$ cat src/rtl/ir_pkg.sv
// Shared IR field layout, opcodes and issue-unit state encoding.
package ir_pkg;

  localparam int unsigned IR_W      = 32;
  localparam int unsigned REG_W     = 5;
  localparam int unsigned OPER_LSB  = 27;
  localparam int unsigned OPER_W    = 5;
  localparam int unsigned RDST_LSB  = 22;
  localparam int unsigned RSRC1_LSB = 17;
  localparam int unsigned MODE_BIT  = 16;
  localparam int unsigned RSRC2_LSB = 11;
  localparam int unsigned IMM_W     = 16;

  typedef enum logic [OPER_W-1:0] {
    OP_MOVSGPR = 5'd0,
    OP_MOV     = 5'd1,
    OP_ADD     = 5'd2,
    OP_SUB     = 5'd3,
    OP_MUL     = 5'd4,
    OP_HALT    = 5'd31
  } opcode_t;

  typedef enum logic [1:0] {
    IDLE  = 2'd0,
    RUN   = 2'd1,
    DRAIN = 2'd2,
    HALT  = 2'd3
  } issue_state_t;

  // Field extraction helpers
  function automatic logic [OPER_W-1:0] ir_oper(input logic [IR_W-1:0] ir);
    return ir[OPER_LSB +: OPER_W];
  endfunction

  function automatic logic [REG_W-1:0] ir_rdst(input logic [IR_W-1:0] ir);
    return ir[RDST_LSB +: REG_W];
  endfunction

  function automatic logic [REG_W-1:0] ir_rsrc1(input logic [IR_W-1:0] ir);
    return ir[RSRC1_LSB +: REG_W];
  endfunction

  function automatic logic ir_mode(input logic [IR_W-1:0] ir);
    return ir[MODE_BIT];
  endfunction

  function automatic logic [REG_W-1:0] ir_rsrc2(input logic [IR_W-1:0] ir);
    return ir[RSRC2_LSB +: REG_W];
  endfunction

  function automatic logic [IMM_W-1:0] ir_imm(input logic [IR_W-1:0] ir);
    return ir[IMM_W-1:0];
  endfunction

endpackage

$ cat src/rtl/ir_fifo2.sv
// Two-entry shift queue; entry 0 is always the head.
module ir_fifo2 #(
  parameter int unsigned DW = 40
) (
  input  logic          clk,
  input  logic          rst_n,
  input  logic          flush,
  input  logic          push,
  input  logic [DW-1:0] din,
  input  logic          pop,
  output logic [DW-1:0] dout,
  output logic          full,
  output logic          empty,
  output logic [1:0]    count
);

  logic [DW-1:0] e0;
  logic [DW-1:0] e1;
  logic [1:0]    cnt;
  logic          do_push;
  logic          do_pop;

  // Qualify requests against occupancy; a push into a full queue needs a same-cycle pop
  always_comb begin
    do_pop  = pop && (cnt != 2'd0);
    do_push = push && ((cnt != 2'd2) || do_pop);
  end

  // Storage and occupancy update
  always_ff @(posedge clk or negedge rst_n) begin
    if (!rst_n) begin
      e0  <= '0;
      e1  <= '0;
      cnt <= 2'd0;
    end else if (flush) begin
      cnt <= 2'd0;
    end else begin
      case ({do_push, do_pop})
        2'b11: begin
          if (cnt == 2'd1) begin
            e0 <= din;
          end else begin
            e0 <= e1;
            e1 <= din;
          end
        end
        2'b01: begin
          e0  <= e1;
          cnt <= cnt - 2'd1;
        end
        2'b10: begin
          if (cnt == 2'd0) e0 <= din;
          else             e1 <= din;
          cnt <= cnt + 2'd1;
        end
        default: ;
      endcase
    end
  end

  assign dout  = e0;
  assign full  = (cnt == 2'd2);
  assign empty = (cnt == 2'd0);
  assign count = cnt;

endmodule

$ cat src/rtl/instr_issue_unit.sv
// Fetch/issue front end: sequential program-memory reads, 2-entry IR queue,
// valid/ready issue handshake, stops at HALT.
module instr_issue_unit
  import ir_pkg::*;
#(
  parameter int unsigned AW       = 8,
  parameter int unsigned RESET_PC = 0,
  parameter int unsigned CNT_W    = 16
) (
  input  logic             clk,
  input  logic             rst_n,
  input  logic             start,
  input  logic             stop,
  output logic             imem_rd,
  output logic [AW-1:0]    imem_addr,
  input  logic [31:0]      imem_rdata,
  output logic [31:0]      ir_out,
  output logic             ir_valid,
  input  logic             ir_ready,
  output logic [AW-1:0]    pc_out,
  output logic             halted,
  output logic [CNT_W-1:0] issued_cnt
);

  localparam int unsigned      DW      = AW + IR_W;
  localparam logic [AW-1:0]    PC_RST  = AW'(RESET_PC);
  localparam logic [CNT_W-1:0] CNT_MAX = '1;

  issue_state_t     state;
  logic [AW-1:0]    pc;
  logic             inflight;
  logic [AW-1:0]    inflight_addr;
  logic [CNT_W-1:0] issued;
  logic             halted_q;

  logic             pop;
  logic             push;
  logic             rd;
  logic             ret_halt;
  logic [2:0]       credit;
  logic [DW-1:0]    fifo_dout;
  logic             fifo_full;
  logic             fifo_empty;
  logic [1:0]       fifo_count;

  // Read issue and queue push decisions; a pop this cycle frees a slot for a new read
  always_comb begin
    pop      = !fifo_empty && ir_ready;
    ret_halt = inflight && (ir_oper(imem_rdata) == OP_HALT);
    credit   = 3'(fifo_count) + 3'(inflight);
    rd       = (state == RUN) && !stop && !ret_halt &&
               (credit < (3'd2 + 3'(pop)));
    push     = (state == RUN) && inflight && !ret_halt && !stop &&
               (!fifo_full || pop);
  end

  ir_fifo2 #(.DW(DW)) u_fifo (
    .clk   (clk),
    .rst_n (rst_n),
    .flush (stop),
    .push  (push),
    .din   ({inflight_addr, imem_rdata}),
    .pop   (pop),
    .dout  (fifo_dout),
    .full  (fifo_full),
    .empty (fifo_empty),
    .count (fifo_count)
  );

  // FSM, pc, in-flight tracking and saturating issue counter
  always_ff @(posedge clk or negedge rst_n) begin
    if (!rst_n) begin
      state         <= IDLE;
      pc            <= PC_RST;
      inflight      <= 1'b0;
      inflight_addr <= '0;
      issued        <= '0;
      halted_q      <= 1'b0;
    end else begin
      inflight <= rd;
      if (rd) begin
        pc            <= pc + AW'(1);
        inflight_addr <= pc;
      end
      if (pop && (issued != CNT_MAX)) issued <= issued + CNT_W'(1);

      if (stop) begin
        state    <= IDLE;
        halted_q <= 1'b0;
      end else begin
        case (state)
          IDLE: begin
            if (start) begin
              state  <= RUN;
              pc     <= PC_RST;
              issued <= '0;
            end
          end
          RUN: begin
            if (ret_halt) state <= DRAIN;
          end
          DRAIN: begin
            if (fifo_empty) begin
              state    <= HALT;
              halted_q <= 1'b1;
            end
          end
          HALT: begin
            if (start) begin
              state    <= RUN;
              halted_q <= 1'b0;
              pc       <= PC_RST;
              issued   <= '0;
            end
          end
          default: state <= IDLE;
        endcase
      end
    end
  end

  assign imem_rd    = rd;
  assign imem_addr  = pc;
  assign ir_out     = fifo_dout[IR_W-1:0];
  assign pc_out     = fifo_dout[DW-1:IR_W];
  assign ir_valid   = !fifo_empty;
  assign halted     = halted_q;
  assign issued_cnt = issued;

endmodule

$ cat config.mk
export PLATFORM = sky130hd
export DESIGN_NAME = instr_issue_unit
export DESIGN_NICKNAME = d
export VERILOG_FILES = /design/src/rtl/ir_pkg.sv /design/src/rtl/ir_fifo2.sv /design/src/rtl/instr_issue_unit.sv
export SDC_FILE = /design/constraint.sdc
export NUM_CORES = 1
export LEC_CHECK = 0
export CAP_MARGIN = 25
export CORE_UTILIZATION = 58
export DETAILED_ROUTE_END_ITERATION = 8
export PLACE_DENSITY = 0.88
export SLEW_MARGIN = 10
export SYNTH_ARGS = -nofsm -noshare
export SYNTH_HDL_FRONTEND = slang
export SYNTH_HIERARCHICAL = 1
export SYNTH_SLANG_ARGS = --single-unit
$ cat constraint.sdc
create_clock -name clk -period 3.5 [get_ports clk]
set_input_delay 0.7 -clock clk [delete_from_list [all_inputs] [get_ports clk]]
set_output_delay 0.7 -clock clk [all_outputs]
set_load 0.02 [all_outputs]
==> flow_summary.yaml, run 1 <==
finish:
  area_growth_pct: 26.75
  final_area_mm2: 0.007991
  drive_gt1_share_pct: 21.87
  diodes: 0
  final_nets: 721
  fillers: 663
drt:
  drt_pre_antenna_iters: 8
  drt_first_iter_violations: 439
  drc: 0
  via_per_inst: 6.348
  vias: 5218
  wire_per_inst_um: 19.02
  ant_nets: 0
  wl_mm: 15.63
grt:
  grt_overflow: 0
  grt_pass1_vias: 5370
  grt_max_degree: 119
  grt_usage_pct: 29.23
  grt_pass1_wl_mm: 25.90
  antenna_found_initial: 0
floorplanning:
  initial_core_util_pct: 60.53
  die_y_um: 106.3
  fp.dieW_um: 106.3
  dieArea_mm2: 0.01129
  core_area_mm2: 0.01042
  num_rows: 37
  io_pins: 104
worst_setup_path:
  cp_common_cell: "inv_1"
  critPathMaxFanout: 8
  reg2reg_depth: 9
  cp_top_family: "simple AND/OR/NAND/NOR gates"
  critPathArrivalTime_ns: 2.34
  critical_path.max_stage_delay_ns: 0.44
  critical_path_cell_count: 7
  critical_path_class: "reg2out"
  worstPathRequired_ns: 2.80
  startpoint_type: "flip-flop"
  crit_path_cell_trace: "inv_1, ha_2, or3b_1, a21oi_1, nand2_1, inv_1, dlymetal6s2s_1"
  critPathCaptureType: "output pin"
  cp_slowest_cell: "dfrtp_1"
  crit_buf_inv: 3
sta:
  setup_viol: 0
  period_share_pct: 86.74
  hold_violations: 0
  period_needed_ns: 3.036
  tns_ns: 0
  finClkSkew_ns: 0.006631
  fmaxAchievable_mhz: 329.4
  final_max_slew_viol_count: 0
  rsz0062_at_grt: "false"
  slew_headroom_pct: 31.00
  worst_pin_slew_ns: 1.033
clock_network:
  cts.sinks: 118
  clock_latency_ns: 0.52
  clk_pin_slew_ns: 0.06
  h-tree-depth: 4
  cts_tree: "done"
  cts_made_buffers: 17
  cts_setup_buffers: 0
  max-clock-path-buffers: 2
  root_buffer: "clkbuf_8"
power_and_ir_drop:
  vdd_drop_max_mv: 0.4684
  p_leak_uw: 0.003548
  intPower_uw: 3413
  pwr-share-comb_pct: 30.9
  sequentialPowerShare_pct: 36.4
  power_switching_uw: 1659
  power_frac_clock_pct: 32.8
  swShare_pct: 32.71
  cellPowerDensity_mw_per_mm2: 634.7
placed_design:
  place_congestion: 0.8454
  io_buffers: 103
  postPlaceCellArea_mm2: 0.007415
  dpl.hpwl_mm: 9.647
logic_synthesis:
  async_flop_share_pct: 100.0
  ys_seq_area_share_pct: 46.83
  synth_fp_nets: 627
  synth_flop_cell: "dfrtp_1"
  yosysWarnings: 6
  avgSynthCellArea_um2: 10.89
  synth_cell_type_count: 50
  synth_edf_count: 0
  ys_seq_elements: 118
  syn_area_mm2: 0.006305
  synthCells: 579
outcome:
  outcome: "finished, final reports clean"
job:
  maxCapViolCount: 0
worst_hold_path:
  hp-class: "in2async"
==> per-layer routing <==
layer  wire length (um)  vias to the layer above  track usage (%)  part of all wire, %
li1                   -                     2366                -                    -
met1               6527                     2630            37.14                   42
met2               8021                      199            49.26                   51
met3                829                       23            5.579                  5.3
met4                253                        0            11.51                  1.6
met5                  0                        -                0                    0
==> cells in the mapped netlist (5+ instances only) <==
master,instances,share of area [%]
a21oi_1,58,4.6
a222oi_1,40,6.4
buf_2,14,1.1
buf_6,8,1.4
clkbuf_1,15,0.89
dfrtp_1,118,47
ha_1,11,2.2
inv_1,12,0.71
mux2_2,89,16
nand2_1,16,0.95
nand3_1,10,0.79
nand4_1,7,0.69
nor2_1,55,3.3
nor2b_1,42,4.2
o21ai_0,11,0.87
o31ai_1,8,0.95
or3_1,5,0.50
or4_1,6,0.71
==> sequential cells by signal, indices dropped and copies added, names as in the netlist <==
signal	cells
u_fifo/e1	40
u_fifo/dout	40
imem_addr	8
issued_cnt	16
inflight	1
inflight_addr	8
halted	1
u_fifo/count	2
state	2
==> logic make-up after synthesis <==
| family | count (synthesis) | synth area share [%] |
|---|---|---|
| adder cells (fa/ha/maj) | 11 | 2.183 |
| flip-flops | 118 | 46.83 |
| AO/OA/AOI/OAI | 136 | 15.28 |
| buffers and inverters | 52 | 4.465 |
| multiplexers | 93 | 16.63 |
| AND/OR/NAND/NOR | 167 | 14.33 |
| XOR/XNOR | 2 | 0.2779 |
==> final timing paths <==
path                                              from                           to  slack (ns)
setup / recovery           u_fifo/count[1]$_DFFE_PN0P_                      imem_rd        0.46
hold / removal                                   rst_n     u_fifo/e1[1]$_DFFE_PN0P_        0.22
setup reg to reg                  state[1]$_DFFE_PN0P_  u_fifo/dout[35]$_DFFE_PN0P_        0.69
hold reg to reg               u_fifo/e1[7]$_DFFE_PN0P_     u_fifo/e1[7]$_DFFE_PN0P_        0.52
max in group asynchronous                        rst_n     issued_cnt[13]$_DFF_PN0_        2.76
min in group clk              u_fifo/e1[7]$_DFFE_PN0P_     u_fifo/e1[7]$_DFFE_PN0P_        0.52
==> power groups by stage <==
| stage | sequential [uW] | combinational (uW) | clock (uW) |
|---|---|---|---|
| after floorplan | 2140 | 531 | 0 |
| after global placement | 1850 | 1510 | 0 |
| after detailed placement | 1860 | 1560 | 0 |
| after CTS | 1840 | 1570 | 1670 |
| after global routing | 1880 | 1680 | 1740 |
| final | 1850 | 1570 | 1660 |
==> per-stage QoR <==
step	total power, uW	std cells	utilization (%)	worst slack (ns)	hold slack [ns]
floorplan	2670	579	-	1.112	0.4044
global placement	3362	790	71.18	0.2010	0.4977
detailed placement	3422	790	71.18	0.1832	0.5097
CTS	5089	822	76.70	0.06197	0.3008
global route	5297	822	76.72	0.2866	0.3186
finish	5072	822	76.72	0.4641	0.2158
==> cells in the final DEF, fill, tap and decap left out, types with 4 or more instances in the layout <==
cell type	instances
clkbuf_16	16
or3_1	5
inv_1	12
ha_1	9
o21ai_0	11
nand4_1	7
buf_4	11
a211oi_1	4
nand3_1	9
a21oi_1	57
clkdlybuf4s50_1	101
a222oi_1	40
clkinvlp_4	7
nor2_1	55
nand2_1	16
nor2b_1	41
and4_1	4
mux2_2	89
dfrtp_1	118
o31ai_1	8
or4_1	6
==> repair_timing <==
action | in CTS | in global routing
setup endpoints to repair | 1 | 1
resized for setup | 1 | 1
hold buffers | 0 | 0
==> worst register-to-register path, cell delays in order (launching register included) <==
cell	delay [ns]
dfrtp_1	0.40
inv_1	0.11
ha_1	0.18
nor2b_1	0.17
o21a_1	0.20
and3_2	0.22
nand2b_1	0.11
nor2_4	0.79
a222oi_1	0.33
a21oi_1	0.21
==> area by class of cell <==
type | count | area, um2 | area share [%]
clock buffer | 17 | 414.1 | 5.182
clock inverter | 15 | 157.7 | 1.973
inverter | 12 | 45.04 | 0.5636
multi-input combinational | 409 | 3105 | 38.86
sequential | 118 | 2953 | 36.95
tap | 136 | 170.2 | 2.129
timing repair buffer | 115 | 1146 | 14.34
Power figures use the tool's default switching activity.
==> run 2, diff against run 1 <==
- CORE_UTILIZATION: 58 -> 54
- PLACE_DENSITY: 0.88 -> 0.83
- clock period: 3.5 -> 3.1 ns (I/O delays scaled with it)
==> run 2 against run 1 <==
- the flow now finishes with violations (design-rule violations)
- non-clock buffer count grew 4
- setup slack lost 0.31 ns
- cell count grew 0.97%
- total power grew 9.2%
- clock skew grew 0.0016 ns
- via count grew 0.92%
- clock power is essentially flat
- global-route usage shrank 1.8 points
- critical path type is now reg2reg
- critical endpoint is now u_fifo/dout[8]$_DFFE_PN0P_
- largest cell class unchanged
==> flow_summary.yaml, run 2 (synthesized netlist as in run 1, its figures left out) <==
finish:
  final_common_cell: "dfrtp_1"
  final_nets: 725
  area_growth_pct: 26.29
  diodes: 0
  fin_cells: 830
  mostFrequentLayoutCells: "dfrtp_1 (118), clkdlybuf4s50_1 (101), mux2_2 (89)"
  finish.utilization_pct: 69.73
  fillers: 878
  drive_gt1_share_pct: 21.25
worst_setup_path:
  critPathMaxFanout: 40
  reg2reg_depth: 10
  worstPathRequired_ns: 3.42
  critPathCaptureType: "flip-flop"
  cp_slowest_cell: "nor2_4"
  rrSetupSlack_ns: 0.16
  crit_path_cell_trace: "inv_1, ha_1, buf_4, nand2b_4, nand2_1, and3_2, nand2b_1, nor2_4, a222oi_1, a21oi_1"
  r2r-end: "u_fifo/dout[8]$_DFFE_PN0P_"
  critical_path_class: "reg2reg"
  critical_path_cell_count: 10
  startpoint_type: "flip-flop"
  critPathArrivalTime_ns: 3.27
  timing.rr.start: "u_fifo/count[1]$_DFFE_PN0P_"
  cp_top_family: "simple AND/OR/NAND/NOR gates"
  critical_path.max_stage_delay_ns: 0.79
  crit_buf_inv: 2
worst_hold_path:
  hp-class: "in2async"
clock_network:
  cts_tree: "done"
  cts.sinks: 118
  h-tree-depth: 4
  cts_made_buffers: 17
  clock_latency_ns: 0.42
  max-clock-path-buffers: 2
  clk_pin_slew_ns: 0.05
  cts_resized: 1
  cts_setup_buffers: 0
  ctsHoldBuffers: 0
  root_buffer: "clkbuf_16"
placed_design:
  place_congestion: 0.8702
  dpl.hpwl_mm: 9.916
  place_ws_ns: -0.1189
  io_buffers: 103
  dp.cells: 801
sta:
  fmaxAchievable_mhz: 339.7
  rsz0062_at_grt: "false"
  slew_headroom_pct: 31.33
  period_share_pct: 94.96
  whs_ns: 0.2214
  setup_viol: 0
  hold_violations: 0
  finalWorstSetupSlack_ns: 0.1562
  worst_pin_slew_ns: 1.028
  tns_ns: 0
  final_max_slew_viol_count: 0
  period_needed_ns: 2.944
  finClkSkew_ns: 0.008250
drt:
  via_per_inst: 6.345
  wire_per_inst_um: 19.21
  wl_mm: 15.94
  ant_nets: 0
  drt_first_iter_violations: 460
  vias: 5266
  drt_pre_antenna_iters: 9
  drc: 10
power_and_ir_drop:
  cellPowerDensity_mw_per_mm2: 695.6
  p_leak_uw: 0.003555
  vdd_drop_max_mv: 0.5767
job:
  maxCapViolCount: 0
floorplanning:
  num_rows: 39
  io_pins: 104
  core_area_mm2: 0.01142
  die_y_um: 110.1
  dieArea_mm2: 0.01211
  fp.dieW_um: 110.1
  initial_core_util_pct: 55.22
grt:
  antenna_found_initial: 0
  grt_pass1_wl_mm: 25.44
  grt_max_degree: 81
  grt_pass1_vias: 5284
  grt_overflow: 0
  grt_usage_pct: 27.41
outcome:
  outcome: "finished with violations"
  violations: "design-rule violations"
-- run 2: where the power goes --
group / internal (uW) / switching, uW
Clock: 1040 / 640
Sequential: 1870 / 222
Combinational: 847 / 927
Total: 3750 / 1790
-- run 2: how the worst max path moves through the flow --
stage                                      from                     endpoint  slack [ns]
floorplan           u_fifo/count[0]$_DFFE_PN0P_                      imem_rd        0.79
global placement                 imem_rdata[28]   u_fifo/dout[9]$_DFFE_PN0P_       -0.03
detailed placement               imem_rdata[31]  u_fifo/dout[27]$_DFFE_PN0P_       -0.12
CTS                          inflight$_DFF_PN0_                      imem_rd        0.22
global route        u_fifo/count[1]$_DFFE_PN0P_  u_fifo/dout[13]$_DFFE_PN0P_        0.02
finish              u_fifo/count[1]$_DFFE_PN0P_   u_fifo/dout[8]$_DFFE_PN0P_        0.16
-- run 2: metal layers --
layer | wire length (um) | share of wire, % | GRT usage, %
met3 | 1019 | 6.4 | 6.937
met4 | 172 | 1.1 | 9.619
met1 | 6541 | 41 | 33.18
met5 | 0 | 0 | 0
met2 | 8211 | 51 | 47.37
-- run 2: area by class of cell --
class	count	area, um2	share of cell area (%)
clock inverter	6	30.03	0.3771
clock buffer	23	467.9	5.877
sequential	118	2953	37.08
timing repair buffer	119	1185	14.88
tap	143	178.9	2.247
multi-input combinational	409	3103	38.97
inverter	12	45.04	0.5657
-- run 2: stage by stage --
step / total power [uW] / cell area [um2]
2_1_floorplan: 3015 / 6305
3_3_place_gp: 3811 / 7466
3_5_place_dp: 3877 / 7466
4_1_cts: 5567 / 7963
5_1_grt: 5815 / 7963
6_report: 5539 / 7963
==> run 3, diff against run 2 <==
- CORE_ASPECT_RATIO: default -> 0.7
==> run 3 against run 2 <==
- the flow now finishes without violations
- via count rose by 0.19%
- largest cell class unchanged
- clock power rose by 21%
- combinational power barely moved
- routed wire length rose by 3.9%
- die area barely moved
- register-to-register slack improved by 0.09 ns
- hold slack got worse by 0.041 ns
- core utilization rose by 3.1 points
- setup slack got worse by 0.0090 ns
- critical path depth fell by 4
- total power rose by 7.0%
- critical endpoint is now imem_rd
==> flow_summary.yaml, run 3 (synthesized netlist as in run 1, its figures left out) <==
clock_network:
  cts_tree: "done"
  clock_latency_ns: 0.41
  cts_made_buffers: 17
  cts.sinks: 118
  root_buffer: "clkbuf_16"
  clk_pin_slew_ns: 0.05
  h-tree-depth: 4
  max-clock-path-buffers: 2
  ctsHoldBuffers: 0
power_and_ir_drop:
  cellPowerDensity_mw_per_mm2: 728.2
  power_uw: 5928
  vdd_drop_max_mv: 0.5787
  p_leak_uw: 0.003619
worst_setup_path:
  critPathArrivalTime_ns: 2.33
  cp_slowest_cell: "clkdlybuf4s50_1"
  critical_path_class: "in2out"
  worstPathRequired_ns: 2.48
  cp_top_family: "buffers and inverters"
  critPathCaptureType: "output pin"
  critPathMaxFanout: 2
  critical_path.max_stage_delay_ns: 0.54
  crit_buf_inv: 3
  crit_path_cell_trace: "clkdlybuf4s50_1, or3b_1, a21oi_1, nand2_1, inv_1, dlygate4sd2_1"
  startpoint_type: "input port"
sta:
  final_max_slew_viol_count: 0
  worst_pin_slew_ns: 0.8642
  tns_ns: 0
  fmaxAchievable_mhz: 338.7
  setup_viol: 0
  hold_violations: 0
  rsz0062_at_grt: "false"
  slew_headroom_pct: 41.75
  finClkSkew_ns: 0.007431
  period_share_pct: 95.25
  period_needed_ns: 2.953
finish:
  final_nets: 728
  diodes: 0
  finish.utilization_pct: 72.87
  final_area_mm2: 0.008140
  area_growth_pct: 29.11
  fillers: 745
  mostFrequentLayoutCells: "dfrtp_1 (118), clkdlybuf4s50_1 (101), mux2_2 (89)"
  final_common_cell: "dfrtp_1"
  drive_gt1_share_pct: 22.08
floorplanning:
  dieArea_mm2: 0.01212
  fp.dieW_um: 131.2
  num_rows: 32
  core_area_mm2: 0.01117
  die_y_um: 92.41
  initial_core_util_pct: 56.44
  io_pins: 104
grt:
  grt_overflow: 0
  grt_pass1_wl_mm: 26.97
  grt_pass1_vias: 5329
  grt_max_degree: 49
  antenna_found_initial: 0
  grt_usage_pct: 28.24
placed_design:
  postPlaceCellArea_mm2: 0.007518
  place_congestion: 0.8624
  dpl.hpwl_mm: 10.11
  io_buffers: 103
drt:
  drc: 0
  drt_first_iter_violations: 537
  ant_nets: 0
  vias: 5276
  via_per_inst: 6.236
  wire_per_inst_um: 19.58
  wl_mm: 16.57
  drt_pre_antenna_iters: 8
outcome:
  outcome: "finished, final reports clean"
job:
  maxCapViolCount: 0
worst_hold_path:
  hp-class: "in2async"
run 3: cell types whose count changed in the layout (fill, tap and decap cells not counted), sizes merged:
cell,delta
bufinv,+3
clkinv,-3
buf,+2
clkinvlp,+2
clkbuf,+1
nor2,+1
run 3: path summary, 6_finish.rpt:
| check | start | to | slack (ns) | depth (start not counted) |
|---|---|---|---|---|
| hold reg to reg | u_fifo/e1[32]$_DFFE_PN0P_ | u_fifo/e1[32]$_DFFE_PN0P_ | 0.52 | 1 |
| hold / removal | rst_n | inflight_addr[5]$_DFFE_PN0P_ | 0.18 | 1 |
| min in group clk | u_fifo/e1[32]$_DFFE_PN0P_ | u_fifo/e1[32]$_DFFE_PN0P_ | 0.52 | 1 |
| max in group asynchronous | rst_n | issued_cnt[11]$_DFF_PN0_ | 2.09 | 2 |
| setup / recovery | ir_ready | imem_rd | 0.15 | 6 |
| setup reg to reg | u_fifo/count[1]$_DFFE_PN0P_ | u_fifo/dout[14]$_DFFE_PN0P_ | 0.25 | 10 |
run 3: cell type report:
cell class | count | area (um2) | share of cell area [%]
well taps | 153 | 191.4 | 2.352
repair buffers | 121 | 1225 | 15.05
inverters | 12 | 45.04 | 0.5533
multi-input cells | 410 | 3114 | 38.26
clock buffers | 24 | 491.7 | 6.041
clock inverters | 8 | 120.1 | 1.476
flip-flops and latches | 118 | 2953 | 36.27
run 3: metal layers:
layer / wire length [um] / part of all wire, % / track usage, % / vias to the layer above
met5: 0 / 0 / 0 / -
li1: - / - / - / 2385
met4: 260 / 1.6 / 10.98 / 0
met3: 1283 / 7.7 / 5.692 / 32
met1: 7298 / 44 / 37.79 / 2607
met2: 7725 / 47 / 45.48 / 252
run 3: report_power, final:
| part | switching [uW] | internal (uW) | total [uW] |
|---|---|---|---|
| Sequential | 243 | 1860 | 2110 |
| Clock | 690 | 1350 | 2030 |
| Combinational | 928 | 857 | 1780 |
| Total | 1860 | 4070 | 5930 |
run 3: metrics by stage:
step | hold WS (ns) | std cells | setup WS (ns)
6_report | 0.1806 | 846 | 0.1471
5_1_grt | 0.2126 | 846 | 0.09233
4_1_cts | 0.1899 | 845 | 0.1525
3_5_place_dp | 0.5099 | 813 | -0.2146
3_3_place_gp | 0.4969 | 813 | -0.06548
2_1_floorplan | 0.3244 | 579 | 0.7918
run 3: timing repair:
| action | in CTS | in global routing |
|---|---|---|
| buffers inserted | 0 | 0 |
| setup endpoints to repair | 1 | 29 |
| cloned | 0 | 1 |
| endpoints found under the hold margin | 0 | 0 |
| gates resized for setup | 1 | 1 |
